`src/rtl/rtc_bus_responder.sv`:
```
// Bus-mapped packed-BCD real-time clock with pending, live and snapshot banks behind synchronized strobes.
// Optional countdown timer, F2 commit and irq are built only with RTC_RESP_TIMER_EN defined.
module rtc_bus_responder #(
  parameter int SYNC_STAGES = 2
) (
  input  logic       i_clk,
  input  logic       i_reset,
  input  logic       i_tick_1hz,
  input  logic       i_cs,
  input  logic       i_rd,
  input  logic       i_wr,
  input  logic       i_a_d,
  input  logic [7:0] i_bus_in,
  output logic [7:0] o_bus_out,
  output logic       o_bus_oe,
  output logic       o_irq
);
  typedef struct packed { logic [7:0] anio, mes, dia, hora, min, seg; } time_t;
  localparam time_t TIME_RST = '{anio: 8'h00, mes: 8'h01, dia: 8'h01, hora: 8'h00, min: 8'h00, seg: 8'h00};

  function automatic logic [7:0] bcd_inc(input logic [7:0] v, input logic [7:0] lim, input logic [7:0] base);
    if (v >= lim)              return base;
    else if (v[3:0] >= 4'h9)   return {v[7:4] + 4'h1, 4'h0};
    else                       return v + 8'h01;
  endfunction

  function automatic logic [7:0] month_days(input logic [7:0] mes, input logic [7:0] anio);
    logic [7:0] dec;
    dec = 8'(anio[7:4]) * 8'd10 + 8'(anio[3:0]);
    case (mes)
      8'h02:                      return (dec[1:0] == 2'b00) ? 8'h29 : 8'h28;
      8'h04, 8'h06, 8'h09, 8'h11: return 8'h30;
      default:                    return 8'h31;
    endcase
  endfunction

  logic [SYNC_STAGES-1:0][3:0] r_sync;
  logic [SYNC_STAGES-1:0]      r_sync_vld;
  logic w_cs, w_rd, w_wr, w_a_d, w_vld;
  logic r_wr_hi, r_wr_arm;
  logic w_wr_evt, w_addr_wr, w_data_wr, w_cmd_f0, w_cmd_f1, w_st0_wr, w_st2_wr;
  logic w_rd_act, w_expire;
  logic [7:0] r_addr, r_st0, r_st1, r_st2, w_rd_data, r_bus_out;
  logic r_bus_oe;
  time_t r_live, r_pend, r_snap, w_live_inc;
  logic w_c_seg, w_c_min, w_c_hora, w_c_dia;

  assign {w_cs, w_rd, w_wr, w_a_d} = r_sync[SYNC_STAGES-1];
  // r_sync_vld marks when the synchronizer output reflects the pin rather than its reset fill
  assign w_vld     = r_sync_vld[SYNC_STAGES-1];
  assign w_wr_evt  = r_wr_arm & w_wr & ~w_cs;
  assign w_addr_wr = w_wr_evt & ~w_a_d;
  assign w_data_wr = w_wr_evt & w_a_d;
  assign w_cmd_f0  = w_data_wr & (r_addr == 8'hF0);
  assign w_cmd_f1  = w_data_wr & (r_addr == 8'hF1);
  assign w_st0_wr  = w_data_wr & (r_addr == 8'h00);
  assign w_st2_wr  = w_data_wr & (r_addr == 8'h02);
  assign w_rd_act  = ~w_cs & ~w_rd & w_a_d;

  always_comb begin
    w_live_inc = r_live;
    w_c_seg  = r_live.seg >= 8'h59;
    w_c_min  = w_c_seg  & (r_live.min  >= 8'h59);
    w_c_hora = w_c_min  & (r_live.hora >= 8'h23);
    w_c_dia  = w_c_hora & (r_live.dia  >= month_days(r_live.mes, r_live.anio));
    w_live_inc.seg = bcd_inc(r_live.seg, 8'h59, 8'h00);
    if (w_c_seg)  w_live_inc.min  = bcd_inc(r_live.min, 8'h59, 8'h00);
    if (w_c_min)  w_live_inc.hora = bcd_inc(r_live.hora, 8'h23, 8'h00);
    if (w_c_hora) w_live_inc.dia  = bcd_inc(r_live.dia, month_days(r_live.mes, r_live.anio), 8'h01);
    if (w_c_dia)  w_live_inc.mes  = bcd_inc(r_live.mes, 8'h12, 8'h01);
    if (w_c_dia && r_live.mes >= 8'h12) w_live_inc.anio = bcd_inc(r_live.anio, 8'h99, 8'h00);
  end

`ifdef RTC_RESP_TIMER_EN
  typedef struct packed { logic [7:0] thora, tmin, tseg; } timer_t;
  timer_t r_tlive, r_tpend, r_tsnap, w_tdec;
  logic w_cmd_f2, w_tcount;

  function automatic logic [7:0] bcd_dec(input logic [7:0] v);
    if (v[3:0] == 4'h0) return {v[7:4] - 4'h1, 4'h9};
    else                return v - 8'h01;
  endfunction

  always_comb begin
    w_tdec = r_tlive;
    w_tdec.tseg = (r_tlive.tseg == 8'h00) ? 8'h59 : bcd_dec(r_tlive.tseg);
    if (r_tlive.tseg == 8'h00) begin
      w_tdec.tmin = (r_tlive.tmin == 8'h00) ? 8'h59 : bcd_dec(r_tlive.tmin);
      if (r_tlive.tmin == 8'h00) w_tdec.thora = bcd_dec(r_tlive.thora);
    end
  end

  // a commit in the same clk drops this tick for the timer bank only
  assign w_cmd_f2 = w_data_wr & (r_addr == 8'hF2);
  assign w_tcount = i_tick_1hz & r_st2[0] & (r_tlive != '0) & ~w_cmd_f2;
  assign w_expire = w_tcount & (w_tdec == '0);
  assign o_irq    = r_st0[2];

  always_ff @(posedge i_clk or negedge i_reset) begin
    if (!i_reset) begin
      r_tlive <= '0;
      r_tpend <= '0;
      r_tsnap <= '0;
    end else begin
      if (w_cmd_f2)      r_tlive <= r_tpend;
      else if (w_tcount) r_tlive <= w_tdec;
      if (w_cmd_f0) r_tsnap <= r_tlive;
      if (w_data_wr) begin
        case (r_addr)
          8'h41:   r_tpend.tseg  <= i_bus_in;
          8'h42:   r_tpend.tmin  <= i_bus_in;
          8'h43:   r_tpend.thora <= i_bus_in;
          default: ;
        endcase
      end
    end
  end
`else
  assign w_expire = 1'b0;
  assign o_irq    = 1'b0;
`endif

  always_comb begin
    w_rd_data = 8'h00;
    case (r_addr)
      8'h00:   w_rd_data = r_st0;
      8'h01:   w_rd_data = r_st1;
      8'h02:   w_rd_data = r_st2;
      8'h21:   w_rd_data = r_snap.seg;
      8'h22:   w_rd_data = r_snap.min;
      8'h23:   w_rd_data = r_snap.hora;
      8'h24:   w_rd_data = r_snap.dia;
      8'h25:   w_rd_data = r_snap.mes;
      8'h26:   w_rd_data = r_snap.anio;
`ifdef RTC_RESP_TIMER_EN
      8'h41:   w_rd_data = r_tsnap.tseg;
      8'h42:   w_rd_data = r_tsnap.tmin;
      8'h43:   w_rd_data = r_tsnap.thora;
`endif
      default: w_rd_data = 8'h00;
    endcase
  end

  always_ff @(posedge i_clk or negedge i_reset) begin
    if (!i_reset) begin
      r_sync     <= '1;
      r_sync_vld <= '0;
      r_wr_hi    <= 1'b0;
      r_wr_arm   <= 1'b0;
      r_addr     <= 8'h00;
      r_st0      <= 8'h00;
      r_st1      <= 8'h00;
      r_st2      <= 8'h00;
      r_live     <= TIME_RST;
      r_pend     <= TIME_RST;
      r_snap     <= TIME_RST;
      r_bus_oe   <= 1'b0;
      r_bus_out  <= 8'h00;
    end else begin
      r_sync     <= {r_sync[SYNC_STAGES-2:0], {i_cs, i_rd, i_wr, i_a_d}};
      r_sync_vld <= {r_sync_vld[SYNC_STAGES-2:0], 1'b1};
      if (w_vld && w_wr) r_wr_hi <= 1'b1;
      if (w_wr)                  r_wr_arm <= 1'b0;
      else if (w_vld && r_wr_hi) r_wr_arm <= 1'b1;
      if (w_addr_wr) r_addr <= i_bus_in;
      if (w_cmd_f1)        r_live <= r_pend;
      else if (i_tick_1hz) r_live <= w_live_inc;
      if (w_cmd_f0) r_snap <= r_live;
      if (w_data_wr) begin
        case (r_addr)
          8'h01:   r_st1       <= i_bus_in;
          8'h21:   r_pend.seg  <= i_bus_in;
          8'h22:   r_pend.min  <= i_bus_in;
          8'h23:   r_pend.hora <= i_bus_in;
          8'h24:   r_pend.dia  <= i_bus_in;
          8'h25:   r_pend.mes  <= i_bus_in;
          8'h26:   r_pend.anio <= i_bus_in;
          default: ;
        endcase
      end
      // st0[2] is sticky: only a written 0 clears it
      if (w_st0_wr) {r_st0[7:3], r_st0[1:0]} <= {i_bus_in[7:3], i_bus_in[1:0]};
      r_st0[2] <= w_expire | (r_st0[2] & ~(w_st0_wr & ~i_bus_in[2]));
      if (w_st2_wr)      r_st2    <= i_bus_in;
      else if (w_expire) r_st2[0] <= 1'b0;
      r_bus_oe  <= w_rd_act;
      r_bus_out <= w_rd_act ? w_rd_data : 8'h00;
    end
  end

  assign o_bus_oe  = r_bus_oe;
  assign o_bus_out = r_bus_out;
endmodule

```
`config.mk`:
```
export PLATFORM = sky130hd
export DESIGN_NAME = rtc_bus_responder
export DESIGN_NICKNAME = d
export VERILOG_FILES = /design/src/rtl/rtc_bus_responder.sv
export SDC_FILE = /design/constraint.sdc
export NUM_CORES = 1
export LEC_CHECK = 0
export CAP_MARGIN = 40
export CORE_ASPECT_RATIO = 1.2
export CORE_MARGIN = 8
export CORE_UTILIZATION = 50
export CTS_CLUSTER_DIAMETER = 60
export CTS_CLUSTER_SIZE = 30
export DETAILED_ROUTE_END_ITERATION = 8
export GPL_ROUTABILITY_DRIVEN = 0
export PLACE_DENSITY = 0.73
export SETUP_SLACK_MARGIN = 0.15
export SYNTH_ARGS = -nofsm -noshare
export SYNTH_HDL_FRONTEND = slang
export SYNTH_SLANG_ARGS = --single-unit
```
`constraint.sdc`:
```
create_clock -name i_clk -period 3.07 [get_ports i_clk]
set_clock_uncertainty 0.15 [all_clocks]
set_input_delay 0.921 -clock i_clk [delete_from_list [all_inputs] [get_ports i_clk]]
set_output_delay 0.921 -clock i_clk [all_outputs]
set_load 0.02 [all_outputs]
```
==> results.json <==
{
  "vdd_drop_max_mv": 0.390,
  "syn_area_um2": 9530,
  "place_ws_ps": -307,
  "core_um2": 18800,
  "yosysWarnings": 0,
  "tightestPinTransition_ps": 841,
  "drive_above_1_share_pct": 29.3,
  "worst-path-buf-inv": 1,
  "place_hpwl_um": 15500,
  "clockBufferDepth": 2,
  "multiInputGateArea_um2": 4390,
  "ff_latch_area_um2": 4950,
  "hold_start": "r_sync_vld[0]",
  "min_path_cells": 0,
  "crit_top_cell": "nor3_1",
  "clkLatencyLatePin_ps": 440,
  "max_stage_delay_ps": 580,
  "required_ps": 3250,
  "min_path_type": "register to register",
  "post-route-drc-count": 0,
  "cts.clk_slew.worst_paths_ps": 80,
  "cts_tree": "built",
  "vias": 6690,
  "synthFlopType": "dfrtp_1",
  "crit_arrival_ps": 3560,
  "antenna_cells": 0,
  "clock-sinks": 197,
  "ys_ff_latch": 197,
  "violations": "negative setup slack",
  "outcome": "finished, violations left",
  "timing.rr.end": "r_live[40]",
  "power_density_nw_per_um2": 652,
  "hold_viol_final": 0,
  "final_cell_mix": "183 x dfrtp_1, 132 x mux2_2, 71 x nand2_1",
  "first_pass_iters": 5,
  "grt_pass1_vias": 6913,
  "worstSetupPathType": "register to register",
  "synth.avg_cell_area_um2": 11.4,
  "final_common_cell": "dfrtp_1",
  "whs_ps": 202,
  "rsz0062_at_grt": "true",
  "placed_area_um2": 10300,
  "period_share_pct": 110,
  "worstPathCellList": "inv_4 -> ha_2 -> o21ai_2 -> o21ai_1 -> a32oi_1 -> nor3_1 -> a21oi_1 -> ha_1 -> or4b_4 -> a221oi_4 -> a21oi_2 -> a21oi_4 -> nor3_1 -> a221o_1",
  "drv_slew": 0,
  "yosysUniqueCellTypes": 74,
  "worst_setup_path_end_kind": "register",
  "wl_um": 22500,
  "fillCellCount": 1494,
  "drv_cap": 0,
  "die_area_um2": 23800,
  "h-tree-depth": 4,
  "netlist_instances": 840,
  "ys_seq_area_share_pct": 51.9,
  "numPortBuffers": 23,
  "grt-ovfl-total": 0,
  "design_area_um2": 11000,
  "syn_nets": 890,
  "viasPerCell": 5.77,
  "startpoint_type": "register",
  "path_delay_family": "compound AO/OA/AOI/OAI gates",
  "final_nets": 941,
  "grt_max_degree": 63,
  "grt_usage_pct": 19.8,
  "first_iter_violations": 487,
  "clock.fmax_ghz": 0.296,
  "slew_headroom_pct": 43.8,
  "r2r_start": "r_live[32]",
  "numCtsBuffers": 17,
  "synth-edff-count": 0,
  "wl_per_cell_um": 19.4,
  "initial_utilization_pct": 50.7,
  "cp_max_fo": 5,
  "grt_pass1_wl_um": 36800,
  "p_leak_nw": 4.93,
  "antenna_found_initial": 0,
  "reg2regPathDepth": 14,
  "die_width_um": 142,
  "cts_hold_buf": 0,
  "setup_violations": 23,
  "synthArstFlopShare_pct": 100,
  "die_y_um": 167,
  "rrSetupSlack_ps": -310,
  "min_to": "r_sync_vld[1]",
  "ioPinCount": 25,
  "finalPower_mw": 7.16,
  "cts-root-buf": "clkbuf_16",
  "finalCriticalPeriod_ps": 3380,
  "cp_slowest_cell": "dfstp_2",
  "area_growth_pct": 15.2,
  "core.rowCount": 55,
  "timing.final.ws_setup_ps": -313,
  "drt.antenna.violating_nets": 0
}
[final cells by class]
cell class | instances | share of cell area [%]
Clock buffer | 18 | 4.00
Tap cell | 256 | 2.92
Clock inverter | 14 | 1.22
Sequential cell | 197 | 45.0
Inverter | 27 | 0.946
Timing Repair Buffer | 72 | 5.86
Multi-Input combinational cell | 576 | 40.0
[worst max-delay path by stage]
stage / depth (start not counted) / to / slack, ps / from
2_1_floorplan: 14 / r_live[40] / -110 / r_live[32]
3_3_place_gp: 14 / r_live[40] / -250 / r_live[32]
3_5_place_dp: 14 / r_live[40] / -310 / r_live[32]
4_1_cts: 14 / r_live[40] / -300 / r_live[32]
5_1_grt: 14 / r_live[40] / -480 / r_live[32]
6_report: 14 / r_live[40] / -310 / r_live[32]
[per-layer routing]
metal | global-route usage (%) | wire length (um) | up-vias
li1 | - | - | 3114
met1 | 24.5 | 9660 | 3370
met2 | 34.3 | 11600 | 176
met3 | 3.04 | 849 | 30
met4 | 6.79 | 433 | 0
met5 | 0 | 0 | -
[power by group]
group	leakage (nW)	total [mW]	internal [mW]	switching (mW)
Sequential	2.53	3.37	2.92	0.451
Clock	0.282	2.17	1.10	1.06
Combinational	2.12	1.62	0.725	0.896
Total	4.93	7.16	4.75	2.41
[Yosys cell counts, types with 11 or more instances]
cell type  instances  share of area (%)
a22oi_1           11               0.87
nor3_1            16               0.84
mux2_2           132                 16
ha_1              35                4.6
inv_1             27                1.1
dfrtp_1          183                 48
a21oi_1           53                2.8
o21ai_0           45                2.4
nand2_1           74                2.9
clkbuf_1          12               0.47
nand3_1           17               0.89
mux2i_1           14                1.5
and3_1            12               0.79
dfstp_2           14                3.9
nor2_1            51                2.0
buf_2             12               0.63
[state kept, by name, summed over array words and instances (netlist names)]
| register | count |
|---|---|
| r_pend | 48 |
| r_wr_arm | 1 |
| r_live | 48 |
| r_st0 | 8 |
| r_sync_vld | 2 |
| r_st1 | 8 |
| o_bus_oe | 1 |
| o_bus_out | 8 |
| r_sync | 8 |
| r_snap | 48 |
| r_addr | 8 |
| r_wr_hi | 1 |
| r_st2 | 8 |
[worst reg2reg max path, cell delays in order, from the launching register on]
cell,delay (ps)
dfstp_2,580
inv_4,60
ha_2,180
o21ai_2,120
o21ai_1,70
a32oi_1,150
nor3_1,80
a21oi_1,160
ha_1,250
or4b_4,500
a221oi_4,290
a21oi_2,140
a21oi_4,200
nor3_1,80
a221o_1,260
[cells by family after synthesis]
group / Yosys count / synth area share (%)
simple gates: 219 / 11.5
flops: 197 / 51.9
compound gates: 171 / 11.5
mux: 146 / 17.1
buf+inv: 67 / 3.04
fa+ha+maj: 35 / 4.59
xor+xnor: 3 / 0.276
other cells: 2 / 0.0788
[per-stage QoR]
step | instances | TNS (ps) | utilization, %
after global placement | 1124 | -3180 | 54.8
after global routing | 1160 | -8510 | 58.5
after floorplan | 840 | -346 | -
after CTS | 1160 | -4210 | 58.4
after detailed placement | 1124 | -4590 | 54.8
final | 1160 | -4660 | 58.5
[what timing repair did]
action	CTS	global route
pin swaps	7	8
gates resized for setup	18	4
setup endpoints to repair	23	23
setup buffers	4	0
Note: power is estimated with default switching activity, not from simulation.
